`config.mk`:
```
export PLATFORM = sky130hd
export DESIGN_NAME = tdm_demux_1to8
export DESIGN_NICKNAME = d
export VERILOG_FILES = /design/src/rtl/tdm_demux_1to8_pkg.sv /design/src/rtl/tdm_slot_ctr.sv /design/src/rtl/tdm_demux_1to8.sv
export SDC_FILE = /design/constraint.sdc
export NUM_CORES = 1
export LEC_CHECK = 0
export BUFFER_PORTS_ARGS = -buffer_cell sky130_fd_sc_hd__buf_2
export CORE_ASPECT_RATIO = 0.5
export CORE_MARGIN = 1.5
export CORE_UTILIZATION = 40
export CTS_CLUSTER_DIAMETER = 200
export CTS_CLUSTER_SIZE = 16
export DETAILED_ROUTE_END_ITERATION = 10
export PLACE_DENSITY = 0.71
export SYNTH_ARGS = -nofsm -noshare
export SYNTH_HDL_FRONTEND = slang
export SYNTH_SLANG_ARGS = --single-unit
```
`constraint.sdc`:
```
create_clock -name clk -period 5.64 [get_ports clk]
set_clock_uncertainty 0.05 [all_clocks]
set_input_delay 1.128 -clock clk [delete_from_list [all_inputs] [get_ports clk]]
set_output_delay 1.128 -clock clk [all_outputs]
set_load 0.005 [all_outputs]
```
`src/rtl/tdm_demux_1to8_pkg.sv`:
```
// Shared definitions for the TDM link: lane count, slot width, FSM state codes.
// The matching TDM transmitter imports the same package.
package tdm_demux_1to8_pkg;

   localparam int NUM_LANES = 8;
   localparam int SLOT_W    = 3;

   localparam logic [SLOT_W-1:0] SLOT_FIRST = 3'd0;
   localparam logic [SLOT_W-1:0] SLOT_LAST  = 3'd7;

   typedef enum logic {
      ST_HUNT = 1'b0,
      ST_LOCK = 1'b1
   } tdm_state_e;

   function automatic logic [NUM_LANES-1:0] lane_onehot(input logic [SLOT_W-1:0] slot);
      return NUM_LANES'(1) << slot;
   endfunction

endpackage

```
`src/rtl/tdm_slot_ctr.sv`:
```
// 3-bit slot counter: clear, load-to-1 (slot 0 just written), increment with natural
// wrap 7->0, and a flag marking the last slot of the frame.
module tdm_slot_ctr
   import tdm_demux_1to8_pkg::*;
(
   input  logic              clk,
   input  logic              rst_n,
   input  logic              inc_i,
   input  logic              load1_i,
   input  logic              clr_i,
   output logic [SLOT_W-1:0] slot_o,
   output logic              last_o
);

   logic [SLOT_W-1:0] slot_q;

   always_ff @(posedge clk or negedge rst_n) begin
      if (!rst_n) begin
         slot_q <= SLOT_FIRST;
      end else if (clr_i) begin
         slot_q <= SLOT_FIRST;
      end else if (load1_i) begin
         slot_q <= SLOT_W'(1);
      end else if (inc_i) begin
         slot_q <= slot_q + 1'b1;
      end
   end

   assign slot_o = slot_q;
   assign last_o = (slot_q == SLOT_LAST);

endmodule

```
`src/rtl/tdm_demux_1to8.sv`:
```
// 1:8 TDM demultiplexer: aligns on the start-of-frame marker and distributes the
// word stream into eight registered lanes with per-lane update pulses.
//
// state   | meaning
// --------+-----------------------------------------------------------
// ST_HUNT | waiting for a word flagged in_sof; all other words dropped
// ST_LOCK | aligned; slot counter tracks the position in the frame
module tdm_demux_1to8
   import tdm_demux_1to8_pkg::*;
#(
   parameter int W          = 8,
   parameter int CNT_W      = 16,
   parameter bit STRICT_SOF = 1'b1
) (
   input  logic                   clk,
   input  logic                   rst_n,
   input  logic                   in_valid,
   input  logic [W-1:0]           in_data,
   input  logic                   in_sof,
   output logic [NUM_LANES*W-1:0] lane_data,
   output logic [NUM_LANES-1:0]   lane_valid,
   output logic                   frame_done,
   output logic                   sync_err,
   output logic                   locked,
   output logic [CNT_W-1:0]       frame_count
);

   tdm_state_e             state_q, state_d;
   logic [NUM_LANES*W-1:0] lane_data_q;
   logic [NUM_LANES-1:0]   lane_valid_q;
   logic                   frame_done_q;
   logic                   sync_err_q;
   logic                   locked_q;
   logic [CNT_W-1:0]       frame_count_q;

   logic [SLOT_W-1:0]      slot;
   logic                   slot_last;
   logic                   slot_inc, slot_load1, slot_clr;

   logic                   wr_en;
   logic [SLOT_W-1:0]      wr_slot;
   logic                   done_d;
   logic                   err_d;

   tdm_slot_ctr u_slot_ctr (
      .clk     (clk),
      .rst_n   (rst_n),
      .inc_i   (slot_inc),
      .load1_i (slot_load1),
      .clr_i   (slot_clr),
      .slot_o  (slot),
      .last_o  (slot_last)
   );

   always_comb begin
      state_d    = state_q;
      wr_en      = 1'b0;
      wr_slot    = slot;
      slot_inc   = 1'b0;
      slot_load1 = 1'b0;
      slot_clr   = 1'b0;
      done_d     = 1'b0;
      err_d      = 1'b0;
      if (in_valid) begin
         unique case (state_q)
            ST_HUNT: begin
               if (in_sof) begin
                  wr_en      = 1'b1;
                  wr_slot    = SLOT_FIRST;
                  slot_load1 = 1'b1;
                  state_d    = ST_LOCK;
               end
            end
            ST_LOCK: begin
               if (in_sof) begin
                  // early SOF restarts the frame; lanes beyond the cut keep stale data
                  err_d      = (slot != SLOT_FIRST);
                  wr_en      = 1'b1;
                  wr_slot    = SLOT_FIRST;
                  slot_load1 = 1'b1;
               end else if (slot == SLOT_FIRST) begin
                  if (STRICT_SOF) begin
                     err_d    = 1'b1;
                     slot_clr = 1'b1;
                     state_d  = ST_HUNT;
                  end else begin
                     wr_en      = 1'b1;
                     wr_slot    = SLOT_FIRST;
                     slot_load1 = 1'b1;
                  end
               end else begin
                  wr_en    = 1'b1;
                  slot_inc = 1'b1;
                  done_d   = slot_last;
               end
            end
            default: state_d = ST_HUNT;
         endcase
      end
   end

   always_ff @(posedge clk or negedge rst_n) begin
      if (!rst_n) begin
         state_q       <= ST_HUNT;
         lane_data_q   <= '0;
         lane_valid_q  <= '0;
         frame_done_q  <= 1'b0;
         sync_err_q    <= 1'b0;
         locked_q      <= 1'b0;
         frame_count_q <= '0;
      end else begin
         state_q      <= state_d;
         lane_valid_q <= wr_en ? lane_onehot(wr_slot) : '0;
         frame_done_q <= done_d;
         sync_err_q   <= err_d;
         locked_q     <= (state_d == ST_LOCK);
         if (done_d) begin
            frame_count_q <= frame_count_q + 1'b1;
         end
         for (int i = 0; i < NUM_LANES; i++) begin
            if (wr_en && (wr_slot == SLOT_W'(i))) begin
               lane_data_q[i*W +: W] <= in_data;
            end
         end
      end
   end

   assign lane_data   = lane_data_q;
   assign lane_valid  = lane_valid_q;
   assign frame_done  = frame_done_q;
   assign sync_err    = sync_err_q;
   assign locked      = locked_q;
   assign frame_count = frame_count_q;

endmodule

```
==> results.md <==
* Status: completed
* Top-count cell post-synth: dfrtp_1
* Crit. Startpoint: in_sof
* Die X at 140 um
* Final Hold Vio Count at 0
* Clock slew at reported path FFs at 70 ps
* Via count at 2428
* Worst skew pair latency at 350 ps
* # H-tree levels at 3
* Sequential fraction of the synthesis area at between 60% and 70%
* Detailed Route WL at 7870 um
* DRC at 0
* Critical Path AT at 3000 ps
* Area of the multi-input gates at 1330 um^2
* Synth cell count leaders: dfrtp_1, mux2_2, nand2_1
* Crit. End Element: register
* End of the critical path: lane_data[50]
* Share of cells above drive strength 1 at 50.9%
* Synth top area cells: dfrtp_1, mux2_2, xnor2_1
* Non-Filler Instances at 492
* Top_reg_cell synth: dfrtp_1
* Reg2reg start: u_slot_ctr.slot_o[0]
* Asr flop ratio synth at 100%
* Pwr/cell area at 454 nW/um^2
* Leakage at 2.48 nW
* Crit Path Class: in -> reg
* Post-Place Cells at 476
* Iter 0 DRT Violations at 142
* Peak VDD IR at approximately 170 uV
* Filler Cells Inserted at between 700 and 800
* Post-CTS resize count at 0
* Post-CTS Setup Inserts at 0
* Flop2flop setup slack at around 2800 ps
* Worst-Margin Slew at approximately 930 ps
* Port Buffer Count at 102
* Yosys reg bits at 94
* Maxcap violations at 0
* Antenna viol nets, final at 0
* Max FO, Critical Path at 9
* Vias in the first global route at 2322
* RePlAce Congestion at 0.757
* Post-Syn Instances at 265
* Slew Viols, Final at 0
* ANT cells at 0
* HP Class: reg -> reg
* Final Cycle Share at 50.0%
* Core area at 8950 um^2
* WL per Instance at 16.0 um
* Row count at 24
* Distinct cells, synth at 33
* Synth area leader: dfrtp_1
* Syn avg cell area at between 10 and 15 um^2
* Setup TNS Final at 0 ps
* Max Buffers Root-to-Sink at 2
* CTS Buf Count at 9
* Critical Path RT at 5820 ps
* Gr usage total at approximately 17%
* Worst r2r path cells at 8
* Post-CTS Hold Buffers at 0
* Fin nets at 388
* Syn. warnings at 0
* Global-route wire length before repair at roughly 13000 um
* Crit path time final at 2820 ps
* RSZ-0062 raised after global routing: no
* Ports at 103
* Vias per inst at approximately 4.9
* Area grow syn2layout at 23.6%
* CP Launch Type: primary input
* CTS tree: built
* Final Util at 52.2%
* DIE HEIGHT at a little over 70 um
* Congestion Overflow GR at 0
* Setup-failing EPs final at 0
* Slew headroom at between 30% and 40%
* Initial Util at 42.2%
* Largest net degree at the start of global routing at 57
* Initial antenna violation count at 0
* Final HPWL DP at 5400 um
* FF-to-FF End: lane_data[50]
* Clock Sinks at between 90 and 100
* Root buf cell: clkbuf_16
* Drt pass-1 iters at 4
* Yosys top cell area share at 62.3%
* Total power at 2.12 mW
* Die area at 10100 um^2
* EDFF count, synth at 0
* Fmax at 354 MHz
* Reg area at 2350 um^2
* Post-synthesis net count at 283
* Syn Std Cell Area at 3780 um^2
## metrics by stage
stage          hold slack (ps)  area [um^2]  setup WS [ps]
5_1_grt                    453         4670           2600
6_report                   421         4670           2820
4_1_cts                    429         4670           2760
3_5_place_dp               419         4390           2410
2_1_floorplan              418         3780           2850
3_3_place_gp               410         4390           2470
## worst min path at each step
stage,slack (ps),endpoint,cells past startpoint,start
4_1_cts,430,frame_count[15],1,frame_count[15]
6_report,420,frame_count[15],1,frame_count[15]
5_1_grt,450,frame_count[15],1,frame_count[15]
3_5_place_dp,420,frame_count[15],1,frame_count[15]
2_1_floorplan,420,frame_count[15],1,frame_count[15]
3_3_place_gp,410,frame_count[15],1,frame_count[15]
## kinds of logic (layout without fill, tap and decap cells)
family	Yosys count	in the layout	share of synthesized area, %
buffers and inverters	18	128	2.45
adders and majority gates	6	6	1.99
AOI/OAI and AO/OA	12	12	1.85
and+or+nand+nor	55	55	8.48
DFF	94	94	62.3
muxes	65	65	19.5
xor gates and xnor gates	15	15	3.48
## cell type report
cell class / instances / area share (%)
clock buffers: 10 / 5.12
clock inverters: 6 / 0.965
inverters: 9 / 0.723
multi-input cells: 153 / 28.5
flip-flops and latches: 94 / 50.4
well taps: 117 / 3.14
repair buffers: 103 / 11.1
## sequential cells by signal (all words and copies together), names as in the netlist
signal	count
frame_count	16
frame_done	1
lane_data	64
lane_valid	8
locked	1
sync_err	1
u_slot_ctr.slot_o	3
## cells in the final DEF (no fill, tap or decap), drive strengths merged, types with 2 or more instances in the layout
master	n
o211ai	2
nand2	14
nand2b	2
and3	2
mux2	65
nor2	6
nand3	9
nor3	3
dfrtp	94
xor2	2
nand4	5
xnor2	13
clkinv	2
clkbuf	10
ha	6
buf	103
or2	4
and4	3
a21oi	7
clkinvlp	2
a31oi	2
inv	11
## routing by layer
metal  track usage, %  vias up  share of wire (%)
met5                0        -                  0
met4             5.61        0                1.2
met2             26.4       51                 48
li1                 -     1134                  -
met3             5.82        8                4.5
met1             22.2     1235                 47
## power by group
group / total [mW] / internal (mW) / switching [mW] / leakage, nW
clock network: 0.577 / 0.314 / 0.264 / 0.137
logic: 0.554 / 0.315 / 0.239 / 1.11
registers: 0.987 / 0.872 / 0.115 / 1.23
## critical path, cell delays in order
cell and delay (ps):
buf_2 140, inv_1 100, ha_1 290, or3b_1 480, nor3_4 460, mux2_2 390
Note: power is estimated with default switching activity, not from simulation.
